[src/rtl/cache_port_arbiter_pkg.sv]
// Shared word type plus the arbiter's state/source enums and default timeout.
// Both packages live in this one file so every arbiter file can import them.
package rv32i_types;
  typedef logic [31:0] rv32i_word;
endpackage

package rv32i_cache_types;
  typedef enum logic [1:0] {
    IDLE   = 2'd0,
    BUSY_I = 2'd1,
    BUSY_D = 2'd2,
    DONE   = 2'd3
  } arb_state_t;

  typedef enum logic {
    SRC_I = 1'b0,
    SRC_D = 1'b1
  } arb_src_t;

  localparam int ARB_TIMEOUT_DEFAULT = 256;
endpackage

[src/rtl/cache_port_arbiter_rr_pick2.sv]
// Two-way tie-breaker: decides whether the data side wins this arbitration.
module rr_pick2
  import rv32i_cache_types::*;
(
  input  logic     req_i,
  input  logic     req_d,
  input  arb_src_t last_grant,
  input  logic     fixed_prio,
  output logic     grant_d
);

  // D wins when it is alone, or on a tie when prioritised or when I was served last.
  assign grant_d = req_d && (!req_i || fixed_prio || (last_grant == SRC_I));

endmodule

[src/rtl/cache_port_arbiter.sv]
// Shares one word-granular cache port between fetch (I) and data (D) requesters,
// one transaction at a time, with a sticky timeout flag for a stuck cache.
module cache_port_arbiter
  import rv32i_types::*;
  import rv32i_cache_types::*;
#(
  parameter bit FIXED_PRIO     = 1'b0,
  parameter int TIMEOUT_CYCLES = ARB_TIMEOUT_DEFAULT,
  parameter int CNT_W          = 9
) (
  input  logic       clk,
  input  logic       rst,
  input  logic       i_read,
  input  rv32i_word  i_address,
  output rv32i_word  i_rdata,
  output logic       i_resp,
  input  logic       d_read,
  input  logic       d_write,
  input  rv32i_word  d_address,
  input  rv32i_word  d_wdata,
  input  logic [3:0] d_byte_enable,
  output rv32i_word  d_rdata,
  output logic       d_resp,
  output logic       mem_read,
  output logic       mem_write,
  output rv32i_word  mem_address,
  output rv32i_word  mem_wdata,
  output logic [3:0] mem_byte_enable,
  input  rv32i_word  mem_rdata,
  input  logic       mem_resp,
  output logic       timeout_err
);

  arb_state_t       r_state;
  arb_state_t       w_state_next;
  arb_src_t         r_last_grant;
  logic             r_write;
  rv32i_word        r_addr;
  rv32i_word        r_wdata;
  logic [3:0]       r_be;
  logic [CNT_W-1:0] r_wait_cnt;
  logic             r_timeout_err;

  logic w_req_i, w_req_d, w_grant_d, w_capture, w_busy;

  assign w_req_i   = i_read;
  assign w_req_d   = d_read || d_write;
  assign w_capture = (r_state == IDLE) && (w_req_i || w_req_d);
  assign w_busy    = (r_state == BUSY_I) || (r_state == BUSY_D);

  rr_pick2 u_pick (
    .req_i      (w_req_i),
    .req_d      (w_req_d),
    .last_grant (r_last_grant),
    .fixed_prio (FIXED_PRIO),
    .grant_d    (w_grant_d)
  );

  always_comb begin
    // NOTE: default assigned first so every path drives w_state_next and no latch is inferred.
    w_state_next = r_state;
    case (r_state)
      IDLE: begin
        if (w_grant_d)    w_state_next = BUSY_D;
        else if (w_req_i) w_state_next = BUSY_I;
      end
      BUSY_I, BUSY_D: if (mem_resp) w_state_next = DONE;
      DONE:           w_state_next = IDLE;
      default:        w_state_next = IDLE;
    endcase
  end

  always_ff @(posedge clk) begin
    // NOTE: non-blocking assignments so every register samples pre-edge values.
    if (rst) begin
      r_state       <= IDLE;
      r_last_grant  <= SRC_I;
      r_write       <= 1'b0;
      r_addr        <= '0;
      r_wdata       <= '0;
      r_be          <= '0;
      r_wait_cnt    <= '0;
      r_timeout_err <= 1'b0;
    end else begin
      r_state <= w_state_next;
      if (w_capture) begin
        // A simultaneous d_read/d_write is resolved as a write.
        r_last_grant <= w_grant_d ? SRC_D : SRC_I;
        r_write      <= w_grant_d && d_write;
        r_addr       <= {(w_grant_d ? d_address[31:2] : i_address[31:2]), 2'b00};
        r_wdata      <= w_grant_d ? d_wdata : '0;
        r_be         <= (w_grant_d && d_write) ? d_byte_enable : 4'b0000;
        r_wait_cnt   <= '0;
      end else if (w_busy && !mem_resp && (r_wait_cnt != CNT_W'(TIMEOUT_CYCLES))) begin
        r_wait_cnt <= r_wait_cnt + 1'b1;
        if (r_wait_cnt == CNT_W'(TIMEOUT_CYCLES - 1)) r_timeout_err <= 1'b1;
      end
    end
  end

  assign mem_read        = w_busy && !r_write;
  assign mem_write       = w_busy && r_write;
  assign mem_address     = w_busy ? r_addr  : '0;
  assign mem_wdata       = w_busy ? r_wdata : '0;
  assign mem_byte_enable = w_busy ? r_be    : 4'b0000;

  assign i_resp      = !rst && mem_resp && (r_state == BUSY_I);
  assign d_resp      = !rst && mem_resp && (r_state == BUSY_D);
  assign i_rdata     = i_resp ? mem_rdata : '0;
  assign d_rdata     = d_resp ? mem_rdata : '0;
  assign timeout_err = r_timeout_err;

endmodule
[config.mk]
export PLATFORM = sky130hd
export DESIGN_NAME = cache_port_arbiter
export DESIGN_NICKNAME = d
export VERILOG_FILES = /design/src/rtl/cache_port_arbiter_pkg.sv /design/src/rtl/cache_port_arbiter_rr_pick2.sv /design/src/rtl/cache_port_arbiter.sv
export SDC_FILE = /design/constraint.sdc
export NUM_CORES = 1
export LEC_CHECK = 0
export BUFFER_PORTS_ARGS = -buffer_cell sky130_fd_sc_hd__buf_4
export CELL_PAD_IN_SITES_DETAIL_PLACEMENT = 1
export CELL_PAD_IN_SITES_GLOBAL_PLACEMENT = 1
export CORE_MARGIN = 4
export CORE_UTILIZATION = 27
export DETAILED_ROUTE_END_ITERATION = 10
export PLACE_DENSITY_LB_ADDON = 0.1
export RECOVER_POWER = 25
export SKIP_CTS_REPAIR_TIMING = 1
export SLEW_MARGIN = 20
export SYNTH_ARGS = -nofsm -noshare
export SYNTH_HDL_FRONTEND = slang
export SYNTH_SLANG_ARGS = --single-unit
[constraint.sdc]
create_clock -name clk -period 2.1 [get_ports clk]
set_input_delay 0.63 -clock clk [delete_from_list [all_inputs] [get_ports clk]]
set_output_delay 0.63 -clock clk [all_outputs]
set_load 0.01 [all_outputs]
**Word-level counts from Yosys, hierarchy flattened**

Cells that the tools add are included.

- Bits in registers: 80
- Input port bits: 138
- Output and inout port bits: 137
- Word-level logic and storage cells: 54

- Add/sub/neg operators: 1
- Equality and inequality tests: 7
- Mux-type cells: 13
- Bitwise logic cells: 2
- Reduce and logical (&&, ||, !) cells: 23

Operators by type and width:

| kind | number |
|---|---|
| 32-bit two-way mux | 5 |
| 30-bit two-way mux | 1 |
| 1-bit logical AND | 10 |
| 9-bit by 1-bit adder with 9-bit output, second input constant | 1 |
| 9-bit by 8-bit == test with 1-bit output, second input constant | 1 |
| 9-bit inequality test, second input constant | 1 |
| 4-bit two-way mux | 2 |
| 2-bit two-way mux | 3 |
| 2-bit one-hot mux with 3 select lines | 1 |
| 2-bit == test, second input constant | 2 |
| 1-bit logical NOT | 4 |
| 1-bit logical OR | 4 |
| 2-bit OR reduction | 2 |
| 3-bit inequality test, second input constant | 1 |
| 3-bit AND reduction | 1 |
| 2-bit by 1-bit == test with 1-bit output, second input constant | 1 |
| 2-bit logical NOT | 1 |
| 2-bit inequality test, second input constant | 1 |
| 1-bit inverter | 2 |
| 2-bit AND reduction | 1 |
| 1-bit two-way mux | 1 |

**Logic depth before layout (Yosys ltp)**

Gate-level depths: netlist (run 1).

- Word-level depth: 5
- Depth in mapped cells: 8

**By module**

Synthesis (run 1) repeated with hierarchy kept, for this count alone.

- Cell total of the unflattened synthesis: 453
- Area, all modules: 4080.2 um^2

By module, submodules not included:

| module | times used | cells each | area an instance (um^2) | sequential area each (um^2) |
|---|---|---|---|---|
| cache_port_arbiter | 1 | 451 | 4068.9 | 1601.5 |
| rr_pick2 | 1 | 2 | 11.3 | 0.0 |

**Least setup slack after synthesis (run 1)**

No wires, ideal clock.

- Kind: reg2out
- From: reg r_state[1]
- To: out mem_byte_enable[0]
- Arrival time: 1.451 ns
- Data required time: 1.470 ns
- Slack: 0.019 ns
- Cell stages (with the launch flop): 7
- Path buffers: 3
- Cell sequence: dfxtp_1 > inv_1 > ha_1 > buf_2 > clkbuf_1 > clkbuf_1 > and2_1

- Word-level cells in the longest chain between the ends: 3

RTL lines:

| what | line | source |
|---|---|---|
| start, declared | cache_port_arbiter.sv:34 | `arb_state_t r_state;` |
| start signal, assigned | cache_port_arbiter.sv:85 | `r_state <= w_state_next;` |
| 2-bit by 1-bit == test with 1-bit output or 2-bit == test (tied branches) | cache_port_arbiter.sv:49 | `assign w_busy = (r_state == BUSY_I) \|\| (r_state == BUSY_D);` |
| 1-bit logical OR * | cache_port_arbiter.sv:49 |  |
| 4-bit two-way mux * | cache_port_arbiter.sv:105 | `assign mem_byte_enable = w_busy ? r_be : 4'b0000;` |
| end, declared | cache_port_arbiter.sv:28 | `output logic [3:0] mem_byte_enable,` |

Every way passes the cells marked *; elsewhere a longest branch is shown, timed or not.

**Final worst setup path (run 1)**

- From: reg r_state[0]
- To: out d_rdata[27]

- Word-level cells in the longest chain between the ends: 3

RTL lines:

| what | line | source |
|---|---|---|
| 2-bit == test | cache_port_arbiter.sv:108 | `assign d_resp = !rst && mem_resp && (r_state == BUSY_D);` |
| 1-bit logical AND | cache_port_arbiter.sv:108 |  |
| 32-bit two-way mux | cache_port_arbiter.sv:110 | `assign d_rdata = d_resp ? mem_rdata : '0;` |
| end, declared | cache_port_arbiter.sv:22 | `output rv32i_word d_rdata,` |

Every way passes these cells.

==> summary.md, run 1 <==
| Metric | Value |
|---|---|
| Synth async-reset ratio | 0% |
| Commonest non-fill, non-tap cells in the layout | buf_4 (242), and2_1 (95), dfxtp_1 (78) |
| Failing checks | setup timing |
| Max incr delay on CP | 0.33 ns |
| Share of layout cells above drive strength 1 | 51.73% |
| Critical path peak fanout | 8 |
| Area share of and/or/nand/nor cells after synthesis | 25.18% |
| Pwr per Cell Area | 972.1 nW/um2 |
| Cell-internal power | 4.586 mW |
| Worst-case reg-to-reg path depth | 6 |
| Initial drt markers | 104 |
| Post-DP Area | 6361 um2 |
| Tot GR Track Use | 15.93% |
| Clock Latency Late Sink | 0.33 ns |
| Reg2reg end | r_wait_cnt[7] |
| Initial antenna violation count | 0 |
| Worst Tran Pin Value | 0.6599 ns |
| Min-delay worst type | flip-flop to flip-flop |
| Post-synth cell types | 43 |
| Design Power | 6.836 mW |
| Critical Path RT | 1.47 ns |
| Core area | 14700 um2 |
| Detailed Place HPWL | 10950 um |
| Yosys reg bits | 80 |
| FF-to-FF setup slack | 0.28 ns |
| Slew Viols, Final | 0 |
| WL final | 15060 um |
| WHS Path Cells | 1 |
| Complex-gate fraction of the synthesized area | 20.23% |
| Clock power share | 25.1% |
| Synth Cell Area | 4100 um2 |
| Outcome | finished with violations |
| First-pass GRT wire length | 22660 um |
| Cell breakdown of the critical path | inv_4 -> ha_2 -> and3_4 -> buf_6 -> and2_1 -> buf_4 |
| Final nets | 834 |
| N_diodes | 0 |
| Most common cell after layout, fill and taps aside | buf_4 |
| Final hold vios | 0 |
| Via density | 4.748 |
| Critical Path Start Type | flip-flop |
| Number of port buffers | 268 |
| Mux contribution to synthesized area | 7.812% |
| Post-synthesis xor/xnor area fraction | 0% |
| Vias in the first global route | 4378 |
| Sw Ratio | 32.92% |
| Initial cell density of the core | 27.89% |
| Combinational share of power | 43.6% |
| Drt pass-1 iters | 4 |
| Flop pwr share | 31.3% |
| Post-Layout Inst Area | 7032 um2 |
| Post-synth top area share | 39.06% |
| Final GP Congestion | 0.7679 |
| Critical Path End Type | output port |
| Fin crit share | 106.7% |
| Final Skew | 0.008064 ns |
| Synth top area cells | dfxtp_1 (39%), and2_1 (20%), mux2i_1 (7.8%), a22o_1 (7.7%), o2bb2ai_1 (4.3%) |
| DR WL/cell | 17.15 um |
| Fmax | 446.3 MHz |
| Clock sinks | 80 |
| Reg-to-Reg Start | r_state[1] |
| Hold Startpoint | r_addr[31] |
| WP buf/inv | 3 |
| Synthesized area per cell | 9.762 um2 |
| Largest net degree at the start of global routing | 43 |
| WP data arrival | 1.61 ns |
| Clock tree buffer depth | 2 |
| Post-synthesis cell count | 420 |
| Max cap viols | 0 |
| Critical path class | flip-flop to output port |
| Std-Cell Rows | 44 |
| Crit path max-delay family | simple AND/OR/NAND/NOR gates |
| Synth warn | 0 |
| Drt drc | 0 |
| Adder-cell share of the synthesized area | 2.136% |
| Cells after DPL | 852 |
| Static Leak | 3.401 nW |
| Fin cells | 878 |
| Setup Viol. Count Final | 129 |
| Root Driver | clkbuf_16 |
| Die ar. | 17220 um2 |
| Largest family of logic cells by synthesized area | simple AND/OR/NAND/NOR gates |
| Switch Pwr | 2.250 mW |
| Total number of vias | 4169 |
| Post-route setup slack | -0.1406 ns |
| Sequential share of the synthesized area | 39.06% |
| Cell taking the most area after synthesis | dfxtp_1 |
| Die Wd | 131.2 um |
| H-tree Lvls | 3 |
| Tmin final | 2.241 ns |
| CP max stage cell | dfxtp_2 |
| P&R area growth vs syn | 71.50% |
| RSZ-0062 raised after global routing | true |
| Routed Antenna Nets | 0 |
| Clock-pin transition on the worst setup and hold timing paths | 0.06 ns |
| CTS buffer count | 9 |
| Min-Delay Endpoint | r_addr[31] |
| Final Core Density | 47.84% |
| Ports | 275 |
| Max VDD drop | 491.4 uV |
| Main synth FF type | dfxtp_1 |
| Rel. slew slack | 55.63% |
| GR Overflow Total | 0 |
| CTS tree | done |
| Die Y | 131.2 um |
| EDFF count, synth | 0 |
## routing by layer
metal | GRT usage (%) | wire (um) | vias to the layer above
met2 | 28.92 | 7896 | 173
met1 | 16.87 | 5626 | 1970
li1 | - | - | 2012
met5 | 0 | 0 | -
met4 | 5.368 | 243 | 0
met3 | 6.307 | 1294 | 14
## stage by stage
stage / setup TNS [ns] / hold slack (ns) / setup WS, ns
after floorplan: 0 / 0.4242 / 0.01851
after global routing: -19.06 / 0.4720 / -0.1941
after CTS: -24.09 / 0.4569 / -0.2223
after detailed placement: -1.150 / 0.4397 / -0.04718
final: -8.404 / 0.4531 / -0.1406
after global placement: -0.02404 / 0.4357 / -0.02137
## worst max path at each step
stage / startpoint / to / cells after the start
after floorplan: r_state[1] / mem_byte_enable[0] / 6
after global placement: rst / d_rdata[30] / 6
after detailed placement: rst / i_rdata[0] / 6
after CTS: r_state[1] / mem_wdata[27] / 5
after global routing: r_state[0] / d_rdata[27] / 6
final: r_state[0] / d_rdata[27] / 6
## cell type report
type                    instances  area [um2]
clock buffers                  12       256.5
clock inverters                 4       76.32
fillers                      1656        7667
inverters                       8       32.53
multi-input cells             299        2374
flip-flops and latches         80        1604
well taps                     184       230.2
repair buffers                291        2459
## sequential cells by signal, indices dropped and copies added (netlist names)
signal and flops:
timeout_err 1, r_write 1, r_addr 30, r_wait_cnt 9, r_last_grant 1, r_be 4, r_wdata 32, r_state 2
## power groups by stage
stage	Sequential [mW]	Clock (mW)	Combinational [mW]
after global placement	2.14	0	2.67
after detailed placement	2.16	0	2.72
after global routing	2.19	1.83	3.27
after CTS	2.14	1.77	2.73
final	2.14	1.71	2.98
after floorplan	2.09	0	1.52
## Yosys cell counts (all sizes together) (2+ instances only)
library cell  number
a21oi              9
nand2b             2
o31ai              2
nand2              7
mux2i             32
o2bb2ai           30
buf               16
a311oi             2
nor2b              2
nor3               2
and2             132
nand3b             2
and3               2
ha                 7
a21o               2
o21ai              4
or3                4
dfxtp             80
a22o              36
clkbuf            18
inv                8
nand3              5
## cells by family after synthesis
group / count (synthesis)
AO/OA/AOI/OAI: 91
flip-flops: 80
multiplexers: 32
adder cells (fa/ha/maj): 7
AND/OR/NAND/NOR: 167
buffers and inverters: 42
other: 1
Power figures use the tool's default switching activity.
==> run 2, diff against run 1 <==
--- a/config.mk
+++ b/config.mk
@@ -13,6 +13,7 @@
 export DETAILED_ROUTE_END_ITERATION = 10
 export PLACE_DENSITY_LB_ADDON = 0.1
 export RECOVER_POWER = 25
+export SETUP_SLACK_MARGIN = 0.3
 export SKIP_CTS_REPAIR_TIMING = 1
 export SLEW_MARGIN = 20
 export SYNTH_ARGS = -nofsm -noshare
==> summary.md, run 2 (same netlist as run 1, synthesis figures left out) <==
| Metric | Value |
|---|---|
| Hold Startpoint | r_addr[19] (was r_addr[31]) |
| WL final | 16900 um (was 15060 um) |
| Fin crit share | 106.0% (was 106.7%) |
| Critical Path RT | 1.47 ns (about the same) |
| CTS tree | done (unchanged) |
| Clock sinks | 80 (unchanged) |
| First-pass GRT wire length | 23510 um (was 22660 um) |
| Die Y | 131.2 um (unchanged) |
| Root Driver | clkbuf_16 (unchanged) |
| Most common cell after layout, fill and taps aside | buf_4 (unchanged) |
| Final hold vios | 0 (unchanged) |
| Max VDD drop | 474.7 uV (was 491.4 uV) |
| Number of port buffers | 268 (unchanged) |
| Sequential cell area | 1607 um2 (was 1604 um2) |
| Met3 Use GR | 7.148% (was 6.307%) |
| Share of layout cells above drive strength 1 | 65.48% (was 51.73%) |
| Final Skew | 0.009792 ns (was 0.008064 ns) |
| Sw Ratio | 34.13% (was 32.92%) |
| WHS Path Cells | 1 (unchanged) |
| Tot GR Track Use | 16.75% (was 15.93%) |
| WP data arrival | 1.60 ns (was 1.61 ns) |
| Final hold slack | 0.4641 ns (was 0.4531 ns) |
| Flop pwr share | 28.1% (was 31.3%) |
| Reg-to-Reg Start | r_state[1] (unchanged) |
| RSZ-0062 raised after global routing | true (unchanged) |
| Design Power | 7.738 mW (was 6.836 mW) |
| Std-Cell Rows | 44 (unchanged) |
| Drt pass-1 iters | 4 (unchanged) |
| Largest registers | r_wdata: 32 flops, r_addr: 30 flops, r_wait_cnt: 9 flops (unchanged) |
| Post-route setup slack | -0.1264 ns (was -0.1406 ns) |
| Worst Tran Pin Value | 0.8146 ns (was 0.6599 ns) |
| Multi-input logic area | 2596 um2 (was 2374 um2) |
| Max reg flops | 32 (unchanged) |
| Static Leak | 3.654 nW (was 3.401 nW) |
| Die ar. | 17220 um2 (unchanged) |
| Most flops, register | r_wdata (unchanged) |
| Final GP Congestion | 0.7177 (was 0.7679) |
| Outcome | finished with violations (unchanged) |
| Fill count | 1601 (was 1656) |
| DR WL/cell | 19.03 um (was 17.15 um) |
| Ports | 275 (unchanged) |
| Rel. slew slack | 45.19% (was 55.63%) |
| Critical path peak fanout | 8 (unchanged) |
| Routed Antenna Nets | 0 (unchanged) |
| Drt drc | 0 (unchanged) |
| Clock power share | 18.8% (was 25.1%) |
| Final nets | 844 (was 834) |
| Met2 Usage GRT | 30.70% (was 28.92%) |
| Detailed Place HPWL | 11760 um (was 10950 um) |
| Max cap viols | 0 (unchanged) |
| Min-delay worst type | flip-flop to flip-flop (unchanged) |
| Clock-pin transition on the worst setup and hold timing paths | 0.07 ns (was 0.06 ns) |
| P&R area growth vs syn | 86.21% (was 71.50%) |
| Reg2reg end | r_wait_cnt[5] (was r_wait_cnt[7]) |
| Critical Path Start Type | flip-flop (unchanged) |
| Failing checks | setup timing (unchanged) |
| Min-Delay Endpoint | r_addr[19] (was r_addr[31]) |
| Switch Pwr | 2.641 mW (was 2.250 mW) |
| Slew Viols, Final | 0 (unchanged) |
| Setup TNS | -11.12 ns (was -8.404 ns) |
| Initial antenna violation count | 0 (unchanged) |
| Critical path class | flip-flop to output port (unchanged) |
| H-tree Lvls | 3 (unchanged) |
| Via density | 4.806 (was 4.748) |
| Die Wd | 131.2 um (unchanged) |
| Final Core Density | 51.94% (was 47.84%) |
| Combinational share of power | 53.1% (was 43.6%) |
| Largest net degree at the start of global routing | 45 (was 43) |
| Cell-internal power | 5.097 mW (was 4.586 mW) |
| Clock tree buffer depth | 2 (unchanged) |
| N_diodes | 0 (unchanged) |
| Commonest non-fill, non-tap cells in the layout | buf_4 (183), and2_4 (125), buf_6 (96) (was buf_4 (242), and2_1 (95), dfxtp_1 (78)) |
| Clock Latency Late Sink | 0.34 ns (was 0.33 ns) |
| Worst-case reg-to-reg path depth | 9 (was 6) |
| GR Layer Usage met1 | 17.60% (was 16.87%) |
| CTS buffer count | 9 (unchanged) |
| Fmax | 449.2 MHz (was 446.3 MHz) |
| Core area | 14700 um2 (unchanged) |
| Setup Viol. Count Final | 132 (was 129) |
| Initial cell density of the core | 27.89% (unchanged) |
| GR Overflow Total | 0 (unchanged) |
| Critical Path End Type | output port (unchanged) |
| CP startpoint | r_state[0] (unchanged) |
| Most crowded layer after global routing | met2 (unchanged) |
| Total number of vias | 4268 (was 4169) |
| Initial drt markers | 75 (was 104) |
| Vias in the first global route | 4295 (was 4378) |
| FF-to-FF setup slack | 0.14 ns (was 0.28 ns) |
| Pwr per Cell Area | 1014 nW/um2 (was 972.1 nW/um2) |
| Tmin final | 2.226 ns (was 2.241 ns) |
-- run 2: changes by cell type in the layout (fill, tap and decap cells not counted), moves of 3 or more --
cell,previous run,this run
and2_1,95,6
and2_4,36,125
buf_12,6,9
buf_4,242,183
buf_6,34,96
clkbuf_16,13,17
clkinv_2,0,4
o2bb2ai_1,23,28
o2bb2ai_2,7,2
-- run 2: metal layers --
layer  up-vias  routed length, um
li1       2030                  -
met1      2039               6391
met2       181               8929
met3        18               1327
met4         0                250
met5         -                  0
-- run 2: worst max path at each step --
stage / end / slack (ns) / depth (start not counted)
CTS: d_rdata[31] / -0.14 / 6
global placement: d_rdata[21] / 0.02 / 6
detailed placement: d_rdata[21] / 0.01 / 6
finish: d_rdata[18] / -0.13 / 6
floorplan: d_rdata[22] / 0.30 / 4
global route: mem_wdata[28] / -0.17 / 6
-- run 2: per-stage QoR --
step | cell area [um2] | worst slack [ns] | cells
CTS | 6875 | -0.1365 | 867
global route | 7635 | -0.1691 | 888
floorplan | 4425 | 0.3026 | 421
finish | 7635 | -0.1264 | 888
global placement | 6604 | 0.02320 | 851
detailed placement | 6604 | 0.009826 | 851
-- run 2: cell type report --
cell class	instances	share of cell area, %
multi-input combinational	299	34.01
timing repair buffer	301	37.86
sequential	80	21.04
clock inverter	7	0.6064
inverter	8	0.5244
clock buffer	9	2.950
tap	184	3.015
-- run 2: power by group through the flow --
stage          combinational [mW]  clock [mW]  sequential, mW
3_3_place_gp                 2.95           0            2.15
3_5_place_dp                 3.02           0            2.17
4_1_cts                      3.03        1.51            2.15
5_1_grt                      4.39        1.57            2.22
2_1_floorplan                1.79           0            2.11
6_report                     4.11        1.45            2.17
-- run 2: critical path: stages, from the launching register on --
cell and delay (ns):
dfxtp_2 0.34, inv_4 0.08, ha_2 0.16, and3_4 0.26
clkbuf_16 0.18, and2_4 0.13, buf_4 0.11
==> run 3, diff against run 2 <==
--- a/config.mk
+++ b/config.mk
@@ -11,6 +11,7 @@
 export CORE_MARGIN = 4
 export CORE_UTILIZATION = 27
 export DETAILED_ROUTE_END_ITERATION = 10
+export GPL_TIMING_DRIVEN = 0
 export PLACE_DENSITY_LB_ADDON = 0.1
 export RECOVER_POWER = 25
 export SETUP_SLACK_MARGIN = 0.3
==> summary.md, run 3 (same netlist as run 1, synthesis figures left out) <==
| Metric | Value |
|---|---|
| Initial cell density of the core | 27.89% (unchanged) |
| N_diodes | 0 (unchanged) |
| Combinational share of power | 48.7% (was 53.1%) |
| Pwr per Cell Area | 996.4 nW/um2 (was 1014 nW/um2) |
| Clock sinks | 80 (unchanged) |
| Critical path class | flip-flop to output port (unchanged) |
| Cells after DPL | 873 (was 851) |
| Tmin final | 2.281 ns (was 2.226 ns) |
| WHS Path Cells | 1 (unchanged) |
| Largest registers | r_wdata: 32 flops, r_addr: 30 flops, r_wait_cnt: 9 flops (unchanged) |
| Std-Cell Rows | 44 (unchanged) |
| Via density | 4.734 (was 4.806) |
| Final nets | 857 (was 844) |
| Largest net degree at the start of global routing | 15 (was 45) |
| Rel. slew slack | 63.68% (was 45.19%) |
| Die Y | 131.2 um (unchanged) |
| Max reg flops | 32 (unchanged) |
| Most flops, register | r_wdata (unchanged) |
| Clock power share | 21.9% (was 18.8%) |
| Reg-to-Reg Start | r_state[1] (unchanged) |
| P&R area growth vs syn | 79.34% (was 86.21%) |
| Routed Antenna Nets | 0 (unchanged) |
| Commonest non-fill, non-tap cells in the layout | buf_4 (254), and2_4 (89), dfxtp_1 (78) (was buf_4 (183), and2_4 (125), buf_6 (96)) |
| Total number of vias | 4265 (was 4268) |
| Tot GR Track Use | 17.31% (was 16.75%) |
| Worst path depth | 7 (was 6) |
| WP buf/inv | 5 (was 3) |
| Number of port buffers | 268 (unchanged) |
| Setup Viol. Count Final | 129 (was 132) |
| Reg2reg end | r_wait_cnt[5] (unchanged) |
| Drt pass-1 iters | 4 (unchanged) |
| Post-DP Area | 6668 um2 (was 6604 um2) |
| Final Core Density | 50.03% (was 51.94%) |
| GR Overflow Total | 0 (unchanged) |
| Vias in the first global route | 4506 (was 4295) |
| First-pass GRT wire length | 24290 um (was 23510 um) |
| Critical Path RT | 1.47 ns (about the same) |
| Cell breakdown of the critical path | inv_4 -> ha_4 -> buf_8 -> buf_12 -> buf_4 -> and2_4 -> buf_6 (was inv_4 -> ha_2 -> and3_4 -> clkbuf_16 -> and2_4 -> buf_4) |
| Critical path peak fanout | 7 (was 8) |
| WL final | 15990 um (was 16900 um) |
| Worst-case reg-to-reg path depth | 8 (was 9) |
| Drt drc | 0 (unchanged) |
| CP startpoint | r_state[0] (unchanged) |
| Slew Viols, Final | 0 (unchanged) |
| Sw Ratio | 33.62% (was 34.13%) |
| Flop pwr share | 29.5% (was 28.1%) |
| Max cap viols | 0 (unchanged) |
| Root Driver | clkbuf_16 (unchanged) |
| Final GP Congestion | 0.7426 (was 0.7177) |
| CTS buffer count | 9 (unchanged) |
| Detailed Place HPWL | 12600 um (was 11760 um) |
| Fill count | 1646 (was 1601) |
| Final Skew | 0.007370 ns (was 0.009792 ns) |
| DR WL/cell | 17.75 um (was 19.03 um) |
| Min-delay worst type | flip-flop to flip-flop (unchanged) |
| FF-to-FF setup slack | 0.40 ns (was 0.14 ns) |
| Fmax | 438.3 MHz (was 449.2 MHz) |
| Final hold vios | 0 (unchanged) |
| CP max stage cell | dfxtp_2 (unchanged) |
| Clock Latency Late Sink | 0.34 ns (about the same) |
| Max incr delay on CP | 0.35 ns (was 0.34 ns) |
| Worst Tran Pin Value | 0.5398 ns (was 0.8146 ns) |
| Die Wd | 131.2 um (unchanged) |
| Fin cells | 901 (was 888) |
| Core area | 14700 um2 (unchanged) |
| H-tree Lvls | 3 (unchanged) |
| Crit path capture | mem_wdata[31] (was d_rdata[18]) |
| Critical Path End Type | output port (unchanged) |
| RSZ-0062 raised after global routing | true (unchanged) |
| WP data arrival | 1.65 ns (was 1.60 ns) |
| Crit path max-delay family | buffers and inverters (was simple AND/OR/NAND/NOR gates) |
| CTS tree | done (unchanged) |
| Failing checks | setup timing (unchanged) |
| Final hold slack | 0.4554 ns (was 0.4641 ns) |
| Ports | 275 (unchanged) |
| Initial drt markers | 72 (was 75) |
| Static Leak | 3.585 nW (was 3.654 nW) |
| Die ar. | 17220 um2 (unchanged) |
| Clock tree buffer depth | 2 (unchanged) |
| Clock-pin transition on the worst setup and hold timing paths | 0.06 ns (was 0.07 ns) |
| Cell-internal power | 4.863 mW (was 5.097 mW) |
| Max VDD drop | 565.8 uV (was 474.7 uV) |
| Post-route setup slack | -0.1814 ns (was -0.1264 ns) |
| Switch Pwr | 2.463 mW (was 2.641 mW) |
| Outcome | finished with violations (unchanged) |
| Critical Path Start Type | flip-flop (unchanged) |
| Post-Layout Inst Area | 7353 um2 (was 7635 um2) |
| Fin crit share | 108.6% (was 106.0%) |
| Initial antenna violation count | 0 (unchanged) |
| Most common cell after layout, fill and taps aside | buf_4 (unchanged) |
| Share of layout cells above drive strength 1 | 60.81% (was 65.48%) |
run 3: cell count changes in the layout (fill, tap and decap cells not counted), moves of 8 or more:
cell       change
o2bb2ai_2      +8
buf_6         -67
buf_4         +71
and2_4        -36
and2_1        +37
o2bb2ai_1      -8
run 3: worst min path at each step:
stage                from    endpoint  slack (ns)
6_report       r_addr[10]  r_addr[10]        0.46
3_5_place_dp   r_addr[25]  r_addr[25]        0.44
3_3_place_gp   r_addr[25]  r_addr[25]        0.44
2_1_floorplan  r_addr[10]  r_addr[10]        0.42
4_1_cts        r_addr[10]  r_addr[10]        0.46
5_1_grt        r_addr[30]  r_addr[30]        0.47
run 3: metrics by stage:
step	TNS, ns	power [mW]	worst slack (ns)
floorplan	0	3.900	0.3026
global placement	-1.109	5.061	-0.07184
detailed placement	-1.889	5.177	-0.08900
CTS	-28.96	6.807	-0.4623
global route	-22.96	7.797	-0.2360
finish	-13.71	7.327	-0.1814
run 3: cell type report:
| cell class | instances | area (um2) | area share (%) |
|---|---|---|---|
| repair buffers | 280 | 2312 | 31.44 |
| clock inverters | 6 | 67.56 | 0.9188 |
| clock buffers | 10 | 239.0 | 3.250 |
| well taps | 184 | 230.2 | 3.131 |
| plain buffers | 34 | 321.6 | 4.373 |
| inverters | 8 | 40.04 | 0.5445 |
| flip-flops and latches | 80 | 1607 | 21.85 |
| multi-input cells | 299 | 2536 | 34.49 |
run 3: power groups by stage:
| stage | sequential [mW] | combinational (mW) | clock, mW |
|---|---|---|---|
| after global placement | 2.14 | 2.92 | 0 |
| after global routing | 2.22 | 3.87 | 1.71 |
| final | 2.16 | 3.57 | 1.60 |
| after CTS | 2.15 | 3.02 | 1.64 |
| after floorplan | 2.11 | 1.79 | 0 |
| after detailed placement | 2.17 | 3.01 | 0 |
run 3: worst reg2reg max path: stages (launching register included):
cell and delay (ns):
dfxtp_4 0.37, inv_4 0.05, ha_4 0.27, buf_4 0.12, clkbuf_16 0.13, nand4b_1 0.11
buf_4 0.17, or3_1 0.30, a21oi_1 0.14
run 3: metal layers:
| layer | vias to the layer above | track usage [%] | part of all wire [%] |
|---|---|---|---|
| met5 | - | 0 | 0 |
| met4 | 0 | 3.676 | 0.83 |
| met3 | 10 | 5.887 | 7.7 |
| met2 | 173 | 33.06 | 53 |
| met1 | 2030 | 18.44 | 39 |
| li1 | 2052 | - | - |
